## config.mk

```make
export PLATFORM = sky130hd
export DESIGN_NAME = gate_n_sweeper
export DESIGN_NICKNAME = d
export VERILOG_FILES = /design/src/rtl/gate_pkg.sv /design/src/rtl/gate_n.sv /design/src/rtl/gate_n_sweeper.sv
export SDC_FILE = /design/constraint.sdc
export NUM_CORES = 1
export LEC_CHECK = 0
export ABC_CLOCK_PERIOD_IN_PS = 4750
export BUFFER_PORTS_ARGS = -buffer_cell sky130_fd_sc_hd__buf_4
export CAP_MARGIN = 20
export CELL_PAD_IN_SITES_DETAIL_PLACEMENT = 0
export CELL_PAD_IN_SITES_GLOBAL_PLACEMENT = 1
export CORE_MARGIN = 1.5
export CORE_UTILIZATION = 43
export DETAILED_ROUTE_END_ITERATION = 6
export HOLD_SLACK_MARGIN = 0.06
export PLACE_DENSITY_LB_ADDON = 0.1
export SLEW_MARGIN = 20
export SYNTH_ARGS = -nofsm -noshare
export SYNTH_HDL_FRONTEND = slang
export SYNTH_SLANG_ARGS = --single-unit
```

## constraint.sdc

```tcl
create_clock -name clk -period 4.75 [get_ports clk]
set_input_delay 0 -clock clk [delete_from_list [all_inputs] [get_ports clk]]
set_output_delay 0 -clock clk [all_outputs]
set_load 0.005 [all_outputs]
```

## src/rtl/gate_pkg.sv

```systemverilog
// Shared definitions for the N-input gate sweeper: op codes, FSM states,
// and the behavioural reference gate used as the expected-value model.
package gate_pkg;

  localparam logic [2:0] OP_AND  = 3'd0;
  localparam logic [2:0] OP_OR   = 3'd1;
  localparam logic [2:0] OP_NAND = 3'd2;
  localparam logic [2:0] OP_NOR  = 3'd3;
  localparam logic [2:0] OP_XOR  = 3'd4;
  localparam logic [2:0] OP_XNOR = 3'd5;

  typedef enum logic [1:0] {
    ST_IDLE = 2'd0,
    ST_RUN  = 2'd1,
    ST_DONE = 2'd2
  } state_e;

  // Only the low n bits of vec take part; reserved op codes evaluate to 0.
  function automatic logic ref_gate(input logic [2:0] op, input logic [7:0] vec,
                                    input int n);
    logic andR;
    logic orR;
    logic xorR;
    logic y;
    andR = 1'b1;
    orR  = 1'b0;
    xorR = 1'b0;
    for (int i = 0; i < 8; i++) begin
      if (i < n) begin
        andR = andR & vec[i];
        orR  = orR | vec[i];
        xorR = xorR ^ vec[i];
      end
    end
    case (op)
      OP_AND:  y = andR;
      OP_OR:   y = orR;
      OP_NAND: y = ~andR;
      OP_NOR:  y = ~orR;
      OP_XOR:  y = xorR;
      OP_XNOR: y = ~xorR;
      default: y = 1'b0;
    endcase
    return y;
  endfunction

endpackage

```

## src/rtl/gate_n.sv

```systemverilog
// Purely combinational N-input gate with a selectable function; serves as
// the sweeper's reference model and can stand alone as a gate under test.
module gate_n
  import gate_pkg::*;
#(
  parameter int N = 3
) (
  input  logic [2:0]   op_i,
  input  logic [N-1:0] vec_i,
  output logic         y_o
);

  logic [7:0] vecWide;

  always_comb begin
    vecWide = '0;
    vecWide[N-1:0] = vec_i;
    y_o = ref_gate(op_i, vecWide, N);
  end

endmodule

```

## src/rtl/gate_n_sweeper.sv

```systemverilog
// Walks every input combination of an N-input gate, samples its output after
// a settle delay, records the truth table and counts mismatches against a reference.
module gate_n_sweeper
  import gate_pkg::*;
#(
  parameter int N      = 3,
  parameter int SETTLE = 1
) (
  input  logic            clk,
  input  logic            rst,
  input  logic            start,
  input  logic [2:0]      op,
  input  logic            dut_d,
  output logic [N-1:0]    vec,
  output logic            busy,
  output logic            done,
  output logic [(1<<N)-1:0] tt,
  output logic [N:0]      err_cnt,
  output logic [N-1:0]    first_err,
  output logic            pass
);

  localparam int NV = 1 << N;
  localparam int CW = (SETTLE > 1) ? $clog2(SETTLE) : 1;
  localparam logic [CW-1:0] CNT_LAST = CW'(SETTLE - 1);
  localparam logic [CW-1:0] CNT_ONE  = CW'(1);
  localparam logic [N-1:0]  VEC_ONE  = N'(1);
  localparam logic [N:0]    ERR_ONE  = (N+1)'(1);

  state_e          state_q, state_d;
  logic [2:0]      opLatch_q, opLatch_d;
  logic [N-1:0]    vec_q, vec_d;
  logic [CW-1:0]   settle_q, settle_d;
  logic [NV-1:0]   tt_q, tt_d;
  logic [N:0]      errCnt_q, errCnt_d;
  logic [N-1:0]    firstErr_q, firstErr_d;
  logic            pass_q, pass_d;
  logic            refY;

  gate_n #(.N(N)) u_ref (
    .op_i  (opLatch_q),
    .vec_i (vec_q),
    .y_o   (refY)
  );

  always_ff @(posedge clk or posedge rst) begin
    if (rst) begin
      state_q    <= ST_IDLE;
      opLatch_q  <= '0;
      vec_q      <= '0;
      settle_q   <= '0;
      tt_q       <= '0;
      errCnt_q   <= '0;
      firstErr_q <= '0;
      pass_q     <= 1'b0;
    end else begin
      state_q    <= state_d;
      opLatch_q  <= opLatch_d;
      vec_q      <= vec_d;
      settle_q   <= settle_d;
      tt_q       <= tt_d;
      errCnt_q   <= errCnt_d;
      firstErr_q <= firstErr_d;
      pass_q     <= pass_d;
    end
  end

  always_comb begin
    state_d    = state_q;
    opLatch_d  = opLatch_q;
    vec_d      = vec_q;
    settle_d   = settle_q;
    tt_d       = tt_q;
    errCnt_d   = errCnt_q;
    firstErr_d = firstErr_q;
    pass_d     = pass_q;

    case (state_q)
      ST_IDLE: begin
        if (start) begin
          state_d    = ST_RUN;
          opLatch_d  = op;
          vec_d      = '0;
          settle_d   = '0;
          tt_d       = '0;
          errCnt_d   = '0;
          firstErr_d = '0;
          pass_d     = 1'b0;
        end
      end
      ST_RUN: begin
        // dut_d matters only on the last settle cycle of each vector.
        if (settle_q == CNT_LAST) begin
          settle_d     = '0;
          tt_d[vec_q]  = dut_d;
          if (dut_d != refY) begin
            errCnt_d = errCnt_q + ERR_ONE;
            if (errCnt_q == '0) begin
              firstErr_d = vec_q;
            end
          end
          vec_d = vec_q + VEC_ONE;
          if (vec_q == '1) begin
            state_d = ST_DONE;
            pass_d  = (errCnt_d == '0);
          end
        end else begin
          settle_d = settle_q + CNT_ONE;
        end
      end
      ST_DONE: begin
        state_d = ST_IDLE;
      end
      default: begin
        state_d = ST_IDLE;
      end
    endcase
  end

  assign vec       = vec_q;
  assign busy      = (state_q == ST_RUN);
  assign done      = (state_q == ST_DONE);
  assign tt        = tt_q;
  assign err_cnt   = errCnt_q;
  assign first_err = firstErr_q;
  assign pass      = pass_q;

endmodule

```

== Yosys cells after proc, flatten, opt, wreduce, memory -nomap -nowiden ==
Index checks and enable logic that the tools add are counted.
W data, S select, Z words.

* Bits in registers: 25
* Input bits: 7
* Output and inout port bits: 21
* Word-level logic and storage cells: 78

* $add $sub $neg: 3
* Magnitude comparators: 2
* Equal/unequal tests: 14
* Mux-type cells: 30
* Bitwise gates (word level): 9
* Reductions and logical operators: 12

{| class="wikitable"
|+ Operators by type and width
! cell !! count
|-
| $mux W4 || 5
|-
| $mux W8 || 2
|-
| $pmux W8 S2 || 1
|-
| $mux W3 || 5
|-
| $pmux W3 S2 || 2
|-
| $eq A3 B3 Y1 const B || 3
|-
| $bwmux W8 || 1
|-
| $logic_not A4 Y1 || 2
|-
| $pmux W4 S2 || 1
|-
| $eq A3 B2 Y1 const B || 2
|-
| $mux W2 || 3
|-
| $ne A2 B1 Y1 const B || 3
|-
| $pmux W1 S6 || 1
|-
| $reduce_and A3 Y1 || 2
|-
| $mux W1 || 5
|-
| $reduce_and A5 Y1 || 1
|-
| $add A4 B1 Y4 const B || 1
|-
| $lt A3 B4 Y1 const B || 1
|-
| $ne A2 B2 Y1 const B || 2
|-
| $pmux W1 S2 || 2
|-
| $pmux W2 S2 || 1
|-
| $reduce_and A2 Y1 || 2
|-
| $reduce_and A4 Y1 || 1
|-
| $add A3 B1 Y3 const B || 1
|-
| 15 further kinds || 20
|}

== Longest topological paths before layout ==
Gate-level depths: netlist of run 1.

* Depth in word-level cells: 12
* Gate-level depth with buffers: 9
* Mapped depth without buffers: 8

== By module ==
Synthesis of run 1 repeated with hierarchy kept, for this count alone.

* Cell total of the unflattened synthesis: 123
* Area total of the unflattened synthesis: 1,239.9 um2

{| class="wikitable"
|+ By module, submodules not included
! module !! times used !! cells each !! area each (um2) !! seq. area each (um2)
|-
| gate_n_sweeper || 1 || 111 || 1,133.6 || 600.6
|-
| gate_n || 1 || 12 || 106.4 || 0.0
|}

== Least setup slack after synthesis of run 1 ==
No wires, ideal clock.

* Kind: register to register
* From: reg vec_q[1], in the netlist vec[1]
* To: reg errCnt_q[0], in the netlist err_cnt[0]
* Setup time: 121 ps
* Data arrival time: 2,299 ps
* Required time: 4,629 ps
* Setup slack: 2,330 ps
* Stages on the path, launching flop included: 10
* Path buffers: 1
* Clock period less this slack: 2,420 ps
* Cells stage by stage: dfrtp_1 clkbuf_1 inv_1 ha_1 xor3_1 and3_1 a211oi_2 xnor2_2 mux2_4 a22o_1

* Cells in the longest elaborated chain, start to end: 10
* Elaborated cells on any way between the ends: 16
* Classes of those cells: eq/ne (1); mux (6); bitwise (9)

{| class="wikitable"
|+ Ends and longest elaborated chain
! element !! RTL line !! text
|-
| from (decl) || gate_n_sweeper.sv:32 || <nowiki>logic [N-1:0] vec_q, vec_d;</nowiki>
|-
| from (signal assigned) || gate_n_sweeper.sv:59 || <nowiki>vec_q <= vec_d;</nowiki>
|-
| $xor A1 B1 Y1, or another cell as far along (2 in series) || gate_pkg.sv:32 || <nowiki>xorR = xorR ^ vec[i];</nowiki>
|-
| $not A1 Y1 (on tied branches) || gate_pkg.sv:41, gate_pkg.sv:38, gate_pkg.sv:39 ||
|-
| $pmux W1 S6 (*) || gate_pkg.sv:35 || <nowiki>case (op)</nowiki>
|-
| $ne A1 B1 Y1 (*) || gate_n_sweeper.sv:96 || <nowiki>if (dut_d != refY) begin</nowiki>
|-
| $mux W4 (*) || gate_n_sweeper.sv:96 ||
|-
| $mux W4 (*) || gate_n_sweeper.sv:93 || <nowiki>if (settle_q == CNT_LAST) begin</nowiki>
|-
| $mux W4 (*) || gate_n_sweeper.sv:78 || <nowiki>case (state_q)</nowiki>
|-
| $mux W4 (*) || gate_n_sweeper.sv:93 ||
|-
| $pmux W4 S2 (*) || gate_n_sweeper.sv:78 ||
|-
| to (signal assigned) || gate_n_sweeper.sv:62 || <nowiki>errCnt_q <= errCnt_d;</nowiki>
|-
| to (decl) || gate_n_sweeper.sv:35 || <nowiki>logic [N:0] errCnt_q, errCnt_d;</nowiki>
|}

Every way passes the cells marked *; elsewhere a longest branch is shown, timed or not. The select of a mux whose other input is x is not followed.
A chain may end at the register's enable or synchronous reset.

== Final worst setup path of run 1 ==
Same ends and word-level chain as after synthesis.

==> impl_metrics.json, run 1 <==
{
  "outcome": "finished, violations left",
  "violations": "design-rule violations",
  "avgSynthCellArea_um2": 9.58,
  "cp.required_ps": 4980,
  "io_pins": 28,
  "synth_top_area_cell": "dfrtp_1",
  "yosysTopAreaCellShare_pct": 46.1,
  "hp-class": "input pin to flop",
  "drt-total-wl_um": 2760,
  "fp.dieH_um": 58.0,
  "slew_violations": 0,
  "port_buffers": 27,
  "netlist_area_mm2": 0.00130,
  "dieArea_mm2": 0.00337,
  "setup_viol": 0,
  "r2r-end": "err_cnt[0]",
  "slowest_stage": "dfrtp_1",
  "place_hpwl_um": 2040,
  "cp_common_cell": "ha_1",
  "ys_seq_area_share_pct": 46.1,
  "syn-num-nets": 148,
  "cp_max_fo": 10,
  "fp-row-count": 19,
  "worstSetupPathType": "flop to flop",
  "antenna_left": 0,
  "p_leak_nw": 0.826,
  "grt_max_degree": 25,
  "viasPerCell": 5.39,
  "cellPowerDensity_mw_per_mm2": 678,
  "drive_gt1_share_pct": 22.8,
  "area_growth_pct": 23.2,
  "cts_tree": "done",
  "cap_violations": 0,
  "cts_max_level": 1,
  "die_w_um": 58.0,
  "r2r_cells": 8,
  "numClockSinks": 24,
  "synth.most_common_cell": "dfrtp_1",
  "path_buf_inv": 0,
  "async_reset_ff_share_pct": 100,
  "finalCritPeriodShare_pct": 54.4,
  "holdPathStages": 3,
  "ys_seq_elements": 24,
  "holdCritStartpoint": "dut_d",
  "crit_family": "flip-flops",
  "antenna_found_initial": 0,
  "clk_latency_ps": 320,
  "cts_setup_buffers": 0,
  "worst-r2r-setup-slack_ps": 2160,
  "clk_pin_slew_ps": 140,
  "peakVddDrop_mv": 0.346,
  "yosys_warnings": 0,
  "gp_congestion": 0.845,
  "grt_use_total_pct": 18.9,
  "coreArea_mm2": 0.00281,
  "setup_tns_ps": 0,
  "syn_inst": 136,
  "wl_per_cell_um": 13.9,
  "hold_viol_final": 0,
  "grt_pass1_vias": 1049,
  "total_power_w": 0.00109,
  "num_vias": 1068,
  "drt_iter0_markers": 31,
  "grt_pass1_wl_um": 4830,
  "synth-edff-count": 0,
  "yosysUniqueCellTypes": 36,
  "cp_cell_sequence": "ha_1, ha_1, or2_1, a211oi_1, a211oi_2, xnor2_2, mux2_4, a22o_1",
  "period_needed_ps": 2590,
  "cts-root-buf": "clkbuf_4",
  "firstDrtPassIters": 6,
  "path_depth": 8,
  "skew_ps": 7.23,
  "cp-end-kind": "flop",
  "max_freq_mhz": 387,
  "worstPathArrival_ps": 2820,
  "yosys-top-cells-count": "24 x dfrtp_1, 20 x nand2_1, 13 x nand3_1",
  "hold_slack_ps": 91.8,
  "startpoint_type": "flop",
  "worst_pin_slew_ps": 884,
  "initial_core_util_pct": 46.4,
  "nets": 180,
  "numCtsBuffers": 3,
  "grt_overflow": 0,
  "drc_errors": 1,
  "r2r-start": "vec[1]",
  "rsz0062_at_grt": "false",
  "cts_buffer_depth": 2,
  "cpPeakStageDelay_ps": 510,
  "synthTopCellsByArea": "dfrtp_1 46%, nand2_1 5.8%, nand3_1 5.0%",
  "n_fill_cell": 261,
  "slew_headroom_pct": 41.0,
  "hold_end": "tt[4]",
  "antennaDiodeCount": 0,
  "synth_ff_type": "dfrtp_1"
}
## final cells by class
class	count	area (um2)	area share (%)
Clock buffer	4	36.3	2.26
Inverter	14	52.6	3.28
Multi-Input combinational cell	93	623	38.8
Sequential cell	24	601	37.4
Tap cell	31	38.8	2.42
Timing Repair Buffer	32	253	15.8
## metrics by stage
stage               cell area (um2)  setup slack [ps]  util (%)  std cells
CTS                            1600              2160      57.2        198
detailed placement             1520              2180      54.1        189
global route                   1600              2000      57.2        198
floorplan                      1300              2330         -        136
finish                         1600              2160      57.2        198
global placement               1520              2270      54.1        189
## cell families after synthesis
logic type      share of synthesized area (%)
buf+inv                                  6.05
compound gates                           14.5
flops                                    46.1
simple gates                             18.3
fa+ha+maj                                4.80
xor+xnor                                 4.42
mux                                      5.76
## report_power, final
part / total (W) / internal [W] / switching, W
Clock: 0.000111 / 0.0000469 / 0.0000642
Sequential: 0.000390 / 0.000288 / 0.000102
Combinational: 0.000587 / 0.000307 / 0.000280
Total: 0.00109 / 0.000642 / 0.000446
## flip-flops by register name (all words and copies together), names as in the netlist
| name | count |
|---|---|
| err_cnt | 4 |
| first_err | 3 |
| opLatch_q | 3 |
| pass | 1 |
| state_q | 2 |
| tt | 8 |
| vec | 3 |
## layer usage
layer  vias up  wire (um)  global-route usage (%)
met2        21       1360                    29.2
li1        530          -                       -
met3         5        111                    4.91
met4         0         28                    5.65
met5         -          0                       0
met1       512       1260                    26.3
## worst register-to-register path, delay by kind of cell, from the launching register on
kind / cells / cell delay [ps]
adders and majority gates: 2 / 440
DFF: 1 / 510
and+or+nand+nor: 1 / 230
AOI/OAI and AO/OA: 3 / 510
muxes: 1 / 350
xor gates and xnor gates: 1 / 450
## worst max path at each step
| stage | startpoint | to | slack [ps] |
|---|---|---|---|
| after floorplan | vec[1] | err_cnt[0] | 2330 |
| after global placement | vec[0] | err_cnt[0] | 2270 |
| after detailed placement | vec[1] | err_cnt[0] | 2180 |
| after CTS | vec[1] | err_cnt[0] | 2160 |
| after global routing | vec[1] | err_cnt[0] | 2000 |
| final | vec[1] | err_cnt[0] | 2160 |
## what timing repair did
| action | CTS | global route |
|---|---|---|
| hold buffers | 5 | 0 |
| setup endpoints to repair | 0 | 0 |
| gates resized for setup | 0 | 0 |
| endpoints found under the hold margin | 28 | 0 |
## cell usage in the layout, fill, tap and decap left out, types with 2 or more instances in the layout
cell type,Yosys,routed
nor4_1,2,2
nand2_1,20,20
inv_2,2,2
dfrtp_1,24,24
buf_4,0,27
clkbuf_4,0,3
o21ai_0,3,3
a22o_1,3,3
mux2i_1,6,6
dlygate4sd3_1,0,5
o21ai_1,8,8
nand2b_1,2,2
inv_1,12,12
ha_1,5,5
nor2_1,8,8
nand3_1,13,13
a21o_1,3,3
(Power assumes the default switching activity.)
==> run 2, diff against run 1 <==
--- a/config.mk
+++ b/config.mk
@@ -5,13 +5,13 @@
 export SDC_FILE = /design/constraint.sdc
 export NUM_CORES = 1
 export LEC_CHECK = 0
-export ABC_CLOCK_PERIOD_IN_PS = 4750
+export ABC_CLOCK_PERIOD_IN_PS = 2600
 export BUFFER_PORTS_ARGS = -buffer_cell sky130_fd_sc_hd__buf_4
 export CAP_MARGIN = 20
 export CELL_PAD_IN_SITES_DETAIL_PLACEMENT = 0
 export CELL_PAD_IN_SITES_GLOBAL_PLACEMENT = 1
 export CORE_MARGIN = 1.5
-export CORE_UTILIZATION = 43
+export CORE_UTILIZATION = 40
 export DETAILED_ROUTE_END_ITERATION = 6
 export HOLD_SLACK_MARGIN = 0.06
 export PLACE_DENSITY_LB_ADDON = 0.1
==> constraint.sdc (replaced) <==
create_clock -name clk -period 2.6 [get_ports clk]
set_input_delay 0 -clock clk [delete_from_list [all_inputs] [get_ports clk]]
set_output_delay 0 -clock clk [all_outputs]
set_load 0.005 [all_outputs]
==> impl_metrics.json, run 2 (same netlist as run 1, synthesis figures left out) <==
{
  "outcome": "finished clean",
  "cap_violations": 0,
  "skew_ps": 2.27,
  "n_fill_cell": 320,
  "antennaDiodeCount": 0,
  "coreArea_mm2": 0.00308,
  "cts_max_level": 1,
  "p_leak_nw": 0.835,
  "worstPathArrival_ps": 2620,
  "worst-r2r-setup-slack_ps": 190,
  "setup_tns_ps": 0,
  "worstSetupPathType": "flop to flop",
  "fp.dieH_um": 60.1,
  "slew_headroom_pct": 39.6,
  "cp_max_fo": 10,
  "startpoint_type": "flop",
  "dp_worst_setup_slack_ps": 219,
  "antenna_found_initial": 0,
  "io_pins": 28,
  "holdPathStages": 3,
  "largest_register_ffs": 8,
  "cellPowerDensity_mw_per_mm2": 1230,
  "viasPerCell": 4.94,
  "dieArea_mm2": 0.00361,
  "layout_commonest_cell": "buf_4",
  "worst_pin_slew_ps": 905,
  "final_cell_mix": "29 x buf_4, 24 x dfrtp_1, 20 x nand2_1, 13 x nand3_1, 12 x inv_1",
  "r2r-start": "vec[1]",
  "nets": 182,
  "grt_overflow": 0,
  "hold_slack_ps": 107,
  "finalCritPeriodShare_pct": 92.7,
  "rsz0062_at_grt": "false",
  "wl_per_cell_um": 12.6,
  "drc_errors": 0,
  "area_growth_pct": 25.6,
  "clk_latency_ps": 310,
  "clk_pin_slew_ps": 130,
  "grt_max_degree": 25,
  "drt-total-wl_um": 2680,
  "cts_buffer_depth": 2,
  "hold_end": "tt[6]",
  "r2r_cells": 9,
  "grt_pass1_wl_um": 4590,
  "numCtsBuffers": 3,
  "holdCritStartpoint": "dut_d",
  "peakVddDrop_mv": 0.527,
  "fp-row-count": 20,
  "cts_setup_buffers": 0,
  "final_core_util_pct": 53.1,
  "grt_use_total_pct": 17.4,
  "numClockSinks": 24,
  "hp-class": "input pin to flop",
  "drive_gt1_share_pct": 23.7,
  "grt_pass1_vias": 947,
  "final.setup.worst_slack_ps": 189,
  "r2r-end": "err_cnt[2]",
  "place_hpwl_um": 2040,
  "setup_viol": 0,
  "die_w_um": 60.1,
  "num_vias": 1052,
  "drt_iter0_markers": 43,
  "firstDrtPassIters": 4,
  "gp_congestion": 0.790,
  "initial_core_util_pct": 42.3,
  "hold_viol_final": 0,
  "port_buffers": 27,
  "cp-end-kind": "flop",
  "period_needed_ps": 2410,
  "antenna_left": 0,
  "cp.required_ps": 2810,
  "slew_violations": 0,
  "max_freq_mhz": 415,
  "cts_tree": "done",
  "cts-root-buf": "clkbuf_4"
}
run 2: metrics by stage:
| step | area [um2] | total power (W) | cells |
|---|---|---|---|
| detailed placement | 1550 | 0.00182 | 204 |
| floorplan | 1300 | 0.00145 | 136 |
| finish | 1640 | 0.00201 | 213 |
| global route | 1640 | 0.00219 | 213 |
| global placement | 1550 | 0.00181 | 204 |
| CTS | 1640 | 0.00203 | 213 |
run 2: timing repair:
item	4_1_cts	5_1_grt
endpoints found under the hold margin	29	0
gates resized for setup	0	0
hold buffers	5	0
run 2: cell type report:
type,instances,area [um2],share of cell area [%]
Tap cell,44,55.1,3.37
Clock buffer,4,36.3,2.22
Multi-Input combinational cell,93,623,38.1
Timing Repair Buffer,34,268,16.4
Inverter,14,52.6,3.21
Sequential cell,24,601,36.7
run 2: critical path: stages (launching register included):
cell      delay (ps)
dfrtp_1          530
inv_1            130
ha_1             320
xor3_1           210
and3_1           190
a211oi_2         200
xnor2_2          190
buf_4            210
nand2_1           60
o311ai_1         260
run 2: per-layer routing:
layer | track usage, % | vias up | routed length (um)
li1 | - | 532 | -
met1 | 26.4 | 492 | 1360
met2 | 24.2 | 24 | 1190
met3 | 3.90 | 4 | 93
met4 | 5.71 | 0 | 32
met5 | 0 | - | 0
run 2: worst max-delay path by stage:
stage | slack (ps) | cells past startpoint | start | endpoint
6_report | 190 | 9 | vec[1] | err_cnt[2]
5_1_grt | 20 | 9 | vec[0] | err_cnt[2]
4_1_cts | 180 | 9 | vec[0] | err_cnt[2]
3_5_place_dp | 220 | 8 | vec[1] | err_cnt[0]
3_3_place_gp | 250 | 8 | vec[1] | err_cnt[0]
2_1_floorplan | 180 | 9 | vec[1] | err_cnt[0]
run 2: power by group:
group / switching, W / internal [W] / leakage [nW] / total [W]
combinational: 0.000510 / 0.000587 / 0.505 / 0.00110
clock: 0.000110 / 0.0000856 / 0.0210 / 0.000195
sequential: 0.000189 / 0.000527 / 0.309 / 0.000716
